==> src/rtl/guess_judge_pkg.sv <==
// guess_pkg: shared state encoding, digit sizes and digit positions for the guess judge
//   no ports; imported by guess_judge_if, guess_digit_check and guess_judge
package guess_pkg;
  localparam int DIGIT_W = 4;
  localparam int NUM_DIGITS = 4;
  localparam int D_1 = 0;
  localparam int D_2 = 1;
  localparam int D_3 = 2;
  localparam int D_4 = 3;
  typedef enum logic [1:0] {IDLE, CHECK, SCAN, REPORT} state_e;
  typedef logic [DIGIT_W-1:0] digit_t;
endpackage

==> src/rtl/guess_judge_if.sv <==
// guess_judge_if: request/result bundle between digit controller, judge and display
//   master drives start/new_game/q1..q4/a1..a4 and reads the results
//   slave (the judge) drives busy/done/count_a/count_b/invalid/win/attempts/game_over
interface guess_judge_if #(parameter int ATT_W = 4);
  import guess_pkg::*;
  logic start, new_game;
  digit_t q1, q2, q3, q4, a1, a2, a3, a4;
  logic busy, done, invalid, win, game_over;
  logic [2:0] count_a, count_b;
  logic [ATT_W-1:0] attempts;
  modport master (
    output start, new_game, q1, q2, q3, q4, a1, a2, a3, a4,
    input busy, done, count_a, count_b, invalid, win, attempts, game_over
  );
  modport slave (
    input start, new_game, q1, q2, q3, q4, a1, a2, a3, a4,
    output busy, done, count_a, count_b, invalid, win, attempts, game_over
  );
endinterface

==> src/rtl/guess_judge_digit_check.sv <==
// guess_digit_check: flags a four-digit group holding a repeated digit or a digit above DIGIT_MAX
//   d   : the four digits, index 0 = rightmost position
//   bad : high when the group cannot be judged
module guess_digit_check import guess_pkg::*; #(
  parameter int DIGIT_MAX = 9
) (
  input  digit_t d [NUM_DIGITS],
  output logic   bad
);
  always_comb begin
    bad = 1'b0;
    for (int x = 0; x < NUM_DIGITS; x++) begin
      bad = bad | (d[x] > DIGIT_W'(DIGIT_MAX));
      for (int y = x + 1; y < NUM_DIGITS; y++)
        bad = bad | (d[x] == d[y]);
    end
  end
endmodule

==> src/rtl/guess_judge.sv <==
// guess_judge: snapshots question/answer digits on start, validates them and scores xAyB over 16 pair compares
//   clock, reset : rising-edge clock, synchronous active-high reset
//   bus (slave)  : start/new_game and digits in; busy/done/counts/invalid/win/attempts/game_over out
module guess_judge import guess_pkg::*; #(
  parameter int MAX_ATTEMPTS = 10,
  parameter int ATT_W = 4,
  parameter int DIGIT_MAX = 9
) (
  input logic clock,
  input logic reset,
  guess_judge_if.slave bus
);
  state_e state_q, state_d;
  digit_t q_q [NUM_DIGITS], q_d [NUM_DIGITS], a_q [NUM_DIGITS], a_d [NUM_DIGITS];
  logic [3:0] idx_q, idx_d;
  logic [2:0] acc_a_q, acc_a_d, acc_b_q, acc_b_d, count_a_q, count_a_d, count_b_q, count_b_d;
  logic bad_q, bad_d, invalid_q, invalid_d, win_q, win_d, over_q, over_d;
  logic busy_q, busy_d, done_q, done_d;
  logic [ATT_W-1:0] att_q, att_d, att_inc;
  logic q_bad, a_bad, idle_free, hit;
  guess_digit_check #(.DIGIT_MAX(DIGIT_MAX)) u_q_check (.d(q_q), .bad(q_bad));
  guess_digit_check #(.DIGIT_MAX(DIGIT_MAX)) u_a_check (.d(a_q), .bad(a_bad));
  // idx_q walks the 16 pairs: upper bits pick the question digit, lower bits the answer digit
  assign hit = q_q[idx_q[3:2]] == a_q[idx_q[1:0]];
  // the done cycle is already IDLE but still busy, so requests wait one more cycle
  assign idle_free = state_q == IDLE && !busy_q;
  assign att_inc = att_q == ATT_W'(MAX_ATTEMPTS) ? att_q : att_q + 1'b1;
  always_comb begin
    state_d = state_q;
    q_d = q_q;
    a_d = a_q;
    idx_d = idx_q;
    acc_a_d = acc_a_q;
    acc_b_d = acc_b_q;
    bad_d = bad_q;
    count_a_d = count_a_q;
    count_b_d = count_b_q;
    invalid_d = invalid_q;
    win_d = win_q;
    over_d = over_q;
    att_d = att_q;
    busy_d = state_q != IDLE;
    done_d = 1'b0;
    case (state_q)
      IDLE: begin
        if (idle_free && bus.new_game) begin
          att_d = '0;
          win_d = 1'b0;
          over_d = 1'b0;
        end else if (idle_free && bus.start && !over_q) begin
          q_d[D_1] = bus.q1;
          q_d[D_2] = bus.q2;
          q_d[D_3] = bus.q3;
          q_d[D_4] = bus.q4;
          a_d[D_1] = bus.a1;
          a_d[D_2] = bus.a2;
          a_d[D_3] = bus.a3;
          a_d[D_4] = bus.a4;
          acc_a_d = '0;
          acc_b_d = '0;
          idx_d = '0;
          state_d = CHECK;
        end
      end
      CHECK: begin
        bad_d = q_bad | a_bad;
        idx_d = '0;
        state_d = bad_d ? REPORT : SCAN;
      end
      SCAN: begin
        acc_a_d = hit && idx_q[3:2] == idx_q[1:0] ? acc_a_q + 1'b1 : acc_a_q;
        acc_b_d = hit && idx_q[3:2] != idx_q[1:0] ? acc_b_q + 1'b1 : acc_b_q;
        idx_d = idx_q + 1'b1;
        state_d = idx_q == 4'd15 ? REPORT : SCAN;
      end
      REPORT: begin
        count_a_d = bad_q ? 3'd0 : acc_a_q;
        count_b_d = bad_q ? 3'd0 : acc_b_q;
        invalid_d = bad_q;
        att_d = bad_q ? att_q : att_inc;
        win_d = win_q | (!bad_q && acc_a_q == 3'd4);
        over_d = over_q | win_d | (att_d == ATT_W'(MAX_ATTEMPTS));
        done_d = 1'b1;
        state_d = IDLE;
      end
    endcase
  end
  always_ff @(posedge clock) begin
    if (reset) begin
      state_q <= IDLE;
      q_q <= '{default: '0};
      a_q <= '{default: '0};
      idx_q <= '0;
      acc_a_q <= '0;
      acc_b_q <= '0;
      bad_q <= 1'b0;
      count_a_q <= '0;
      count_b_q <= '0;
      invalid_q <= 1'b0;
      win_q <= 1'b0;
      over_q <= 1'b0;
      att_q <= '0;
      busy_q <= 1'b0;
      done_q <= 1'b0;
    end else begin
      state_q <= state_d;
      q_q <= q_d;
      a_q <= a_d;
      idx_q <= idx_d;
      acc_a_q <= acc_a_d;
      acc_b_q <= acc_b_d;
      bad_q <= bad_d;
      count_a_q <= count_a_d;
      count_b_q <= count_b_d;
      invalid_q <= invalid_d;
      win_q <= win_d;
      over_q <= over_d;
      att_q <= att_d;
      busy_q <= busy_d;
      done_q <= done_d;
    end
  end
  assign bus.busy = busy_q;
  assign bus.done = done_q;
  assign bus.count_a = count_a_q;
  assign bus.count_b = count_b_q;
  assign bus.invalid = invalid_q;
  assign bus.win = win_q;
  assign bus.attempts = att_q;
  assign bus.game_over = over_q;
endmodule

==> src/flat_wrapper.sv <==
// flat-port wrapper written by rule: the top's interface ports become plain ports
module guess_judge_flat import guess_pkg::*;
#(
  parameter int MAX_ATTEMPTS = 10,
  parameter int ATT_W = 4,
  parameter int DIGIT_MAX = 9
)
  (clock, reset, bus_start, bus_new_game, bus_q1, bus_q2, bus_q3, bus_q4, bus_a1, bus_a2, bus_a3, bus_a4, bus_busy, bus_done, bus_count_a, bus_count_b, bus_invalid, bus_win, bus_attempts, bus_game_over);
  guess_judge_if #(.ATT_W(ATT_W)) bus_i ();
  input logic clock;
  input logic reset;
  input wire logic [$bits(bus_i.start)-1:0] bus_start;
  input wire logic [$bits(bus_i.new_game)-1:0] bus_new_game;
  input wire logic [$bits(bus_i.q1)-1:0] bus_q1;
  input wire logic [$bits(bus_i.q2)-1:0] bus_q2;
  input wire logic [$bits(bus_i.q3)-1:0] bus_q3;
  input wire logic [$bits(bus_i.q4)-1:0] bus_q4;
  input wire logic [$bits(bus_i.a1)-1:0] bus_a1;
  input wire logic [$bits(bus_i.a2)-1:0] bus_a2;
  input wire logic [$bits(bus_i.a3)-1:0] bus_a3;
  input wire logic [$bits(bus_i.a4)-1:0] bus_a4;
  output wire logic [$bits(bus_i.busy)-1:0] bus_busy;
  output wire logic [$bits(bus_i.done)-1:0] bus_done;
  output wire logic [$bits(bus_i.count_a)-1:0] bus_count_a;
  output wire logic [$bits(bus_i.count_b)-1:0] bus_count_b;
  output wire logic [$bits(bus_i.invalid)-1:0] bus_invalid;
  output wire logic [$bits(bus_i.win)-1:0] bus_win;
  output wire logic [$bits(bus_i.attempts)-1:0] bus_attempts;
  output wire logic [$bits(bus_i.game_over)-1:0] bus_game_over;
  assign bus_i.start = bus_start;
  assign bus_i.new_game = bus_new_game;
  assign bus_i.q1 = bus_q1;
  assign bus_i.q2 = bus_q2;
  assign bus_i.q3 = bus_q3;
  assign bus_i.q4 = bus_q4;
  assign bus_i.a1 = bus_a1;
  assign bus_i.a2 = bus_a2;
  assign bus_i.a3 = bus_a3;
  assign bus_i.a4 = bus_a4;
  assign bus_busy = bus_i.busy;
  assign bus_done = bus_i.done;
  assign bus_count_a = bus_i.count_a;
  assign bus_count_b = bus_i.count_b;
  assign bus_invalid = bus_i.invalid;
  assign bus_win = bus_i.win;
  assign bus_attempts = bus_i.attempts;
  assign bus_game_over = bus_i.game_over;
  guess_judge #(.MAX_ATTEMPTS(MAX_ATTEMPTS), .ATT_W(ATT_W), .DIGIT_MAX(DIGIT_MAX)) u_core (.clock(clock), .reset(reset), .bus(bus_i));
endmodule
==> config.mk <==
export PLATFORM = sky130hd
export DESIGN_NAME = guess_judge_flat
export DESIGN_NICKNAME = d
export VERILOG_FILES = /design/src/rtl/guess_judge_pkg.sv /design/src/rtl/guess_judge_if.sv /design/src/rtl/guess_judge_digit_check.sv /design/src/rtl/guess_judge.sv /design/src/flat_wrapper.sv
export SDC_FILE = /design/constraint.sdc
export NUM_CORES = 1
export LEC_CHECK = 0
export BUFFER_PORTS_ARGS = -buffer_cell sky130_fd_sc_hd__buf_2
export CAP_MARGIN = 20
export CORE_ASPECT_RATIO = 0.7
export CORE_MARGIN = 2
export CORE_UTILIZATION = 55
export CTS_CLUSTER_DIAMETER = 40
export DETAILED_ROUTE_END_ITERATION = 16
export GPL_TIMING_DRIVEN = 0
export PLACE_DENSITY = 0.77
export SYNTH_ARGS = -nofsm -noshare
export SYNTH_HDL_FRONTEND = slang
export SYNTH_SLANG_ARGS = --single-unit
==> constraint.sdc <==
create_clock -name clock -period 5.8 [get_ports clock]
set_input_delay 0.87 -clock clock [delete_from_list [all_inputs] [get_ports clock]]
set_output_delay 0.87 -clock clock [all_outputs]
set_load 0.03 [all_outputs]
==> results.ini <==
[cts]
cts_buffers = 9
clk_latency_ns = 0.36
cts_hold_buf = 0
cts_setup_buffers = 0
clk_pin_slew_ns = 0.07
cts.sinks = 60
cts_max_level = 3
post_cts_resize_count = 0
cts_tree = done
clockBufferDepth = 2
root_buffer = clkbuf_8

[synthesis]
synth_top_area_frac = 0.345
synth_area_sq_mm = 0.00348
synth_warnings = 0
synth_edf_count = 0
synthAdderAreaFrac = 0.0359
synth-simple-area-share = 0.223
ys_types = 43
synth_area_per_cell_sq_um = 8.16
synthCells = 427
synth_seq_area_share = 0.345
netlist.top_cell.by_area = dfxtp_1
synth_compound_area_frac = 0.113
async_flop_share = 0
ys_ff_latch = 60
synth.mux.area_fraction = 0.0772
synth_area_leaders = dfxtp_1, xnor2_1, nand2_1
synth_top_family_by_area = simple AND/OR/NAND/NOR gates
synth_ff_type = dfxtp_1
synth_xor_area_frac = 0.141
syn_nets = 473

[worst_setup_path]
crit_arrival_ns = 2.54
r2r_cells = 8
startpoint_type = register
r2r_start = u_core.state_q[1]
ff2ff_setup_slack_ns = 3.53
endpoint_kind = register
r2r-end = u_core.q_q[15]
critical_path_class = register to register
critPathRequiredTime_ns = 6.08
cp_max_fo = 10

[detailed_routing]
drtIter0Drc = 142
viasPerCell = 5.49
wire_per_inst_microns = 14.5
routed_wl_microns = 8290
vias = 3132
ant_nets = 0
firstDrtPassIters = 5
drc = 0

[final_layout]
diodes = 0
synthToLayoutAreaGrowth_pct = 15.4
multi_input_area_sq_mm = 0.00206
design_area_sq_mm = 0.00402
fill_cells = 555
final_util = 0.650
fin_cells = 571
drive_above_1_share = 0.172
fin_nets = 534
seq_area_sq_mm = 0.00120

[min_path]
hold_end = u_core.bus.count_a[0]
hp-start = u_core.bus.count_a[0]
hold_class = register to register
hold_depth = 2

[global_route]
overflow = 0
grt_max_degree = 12
track_usage = 0.257
grt_pass1_vias = 3019
antenna_found_initial = 0
grt_pass1_wl_microns = 14300

[power_and_ir_drop]
p_leak_nw = 1.50
ir_drop_v = 0.000167
pwr_density_cell_mw_per_mm2 = 334

[timing]
worst-slew-pin-transition_ns = 0.644
rsz0062_at_grt = no
skew_ns = 0.00969
maxSlewViolCount = 0
setup_tns_ns = 0
setup_viol = 0
finalHoldViolCount = 0
max_freq_ghz = 0.441
fin_crit_ns = 2.27
finalCritPeriodShare = 0.391
relSlewSlack = 0.570

[place]
hpwl_microns = 6210
port_buffers = 50
dpl-instance-area_sq_mm = 0.00383
placed_cells = 555
gp_congestion = 0.884

[floorplanning]
start_util = 0.563
die_w_microns = 99.1
pin_count = 51
core_sq_mm = 0.00619
die_y_microns = 70.6
dieArea_sq_mm = 0.00700
num_rows = 24

[status]
status = finished, final reports clean

[run]
cap_violations = 0

-- per-layer routing --
layer / GRT usage / part of all wire / up-vias / wire length (microns)
met1: 0.366 / 0.49 / 1475 / 4040
li1: - / - / 1558 / -
met3: 0.0870 / 0.074 / 13 / 610
met5: 0 / 0 / - / 0
met2: 0.371 / 0.43 / 86 / 3520
met4: 0.0776 / 0.014 / 0 / 115
-- critical path: stages, from the launching register on --
cell,delay [ns]
dfxtp_1,0.33
inv_1,0.10
ha_1,0.31
nor2b_1,0.31
and2_1,0.17
clkbuf_1,0.28
clkbuf_1,0.44
nand2_1,0.11
a21oi_1,0.13
-- cell usage in the layout (no fill, tap or decap), types with 2 or more instances in the layout --
cell type   instances
nand2_1            86
inv_1               9
clkbuf_2            5
nor2b_1             5
nand3_1             5
o21ai_0            12
a21oi_1            48
xnor2_1            52
nand3b_1            7
ha_1               10
a22oi_1             4
dfxtp_1            60
mux2i_1             7
nand4_1            19
nor3_1              2
mux4_1              2
buf_2              52
clkinvlp_4          3
nand4b_1            2
clkbuf_1           35
nand2b_1           10
clkbuf_8           11
buf_6               2
mux4_2              6
xor2_1              4
nor2_1             14
-- worst max-delay path by stage --
stage / to / startpoint / cells after the start
6_report: u_core.q_q[15] / u_core.state_q[1] / 8
5_1_grt: u_core.a_q[8] / u_core.state_q[0] / 8
4_1_cts: u_core.q_q[15] / u_core.state_q[1] / 8
3_5_place_dp: u_core.idx_q[0] / bus_new_game / 6
3_3_place_gp: u_core.q_q[15] / bus_new_game / 7
2_1_floorplan: u_core.idx_q[0] / bus_new_game / 5
-- registers in the layout (all words and copies together) (netlist names), 2 cells and up --
| register | flops |
|---|---|
| u_core.bus.count_a | 3 |
| u_core.bus.attempts | 4 |
| u_core.q_q | 16 |
| u_core.a_q | 16 |
| u_core.bus.count_b | 3 |
| u_core.state_q | 2 |
| u_core.acc_a_q | 3 |
| u_core.idx_q | 4 |
| u_core.acc_b_q | 3 |
-- cell usage after synthesis, types with 4 or more instances --
library cell	number
nand2_1	86
dfxtp_1	60
xnor2_1	52
a21oi_1	48
clkbuf_1	35
nand4_1	19
nor2_1	14
o21ai_0	12
ha_1	10
nand2b_1	10
inv_1	9
mux2i_1	7
nand3b_1	7
mux4_2	6
clkbuf_2	5
nand3_1	5
nor2b_1	5
a22oi_1	4
xor2_1	4
-- final cells by class --
cell class,instances,area share
multi-input cells,313,0.512
flip-flops and latches,60,0.299
repair buffers,50,0.0623
plain buffers,45,0.0479
clock buffers,11,0.0377
well taps,78,0.0243
clock inverters,5,0.00903
inverters,9,0.00841
-- power by group --
group | leakage (nW) | internal [mW] | total (mW) | switching, mW
clock network | 0.0876 | 0.178 | 0.353 | 0.175
logic | 0.923 | 0.199 | 0.502 | 0.303
registers | 0.487 | 0.455 | 0.486 | 0.0313
total | 1.50 | 0.831 | 1.34 | 0.509
-- logic make-up after synthesis --
family                   Yosys count
AO/OA/AOI/OAI                     72
XOR/XNOR                          56
adder cells (fa/ha/maj)           10
buffers and inverters             54
flip-flops                        60
multiplexers                      16
AND/OR/NAND/NOR                  159
-- metrics by stage --
stage	hold WS (ns)	total power, mW	worst slack [ns]
after CTS	0.475	1.34	3.50
final	0.470	1.34	3.53
after global routing	0.497	1.43	3.24
after global placement	0.456	0.974	3.36
after detailed placement	0.462	0.989	3.28
after floorplan	0.446	0.870	3.62
Note: power is estimated with default switching activity, not from simulation.
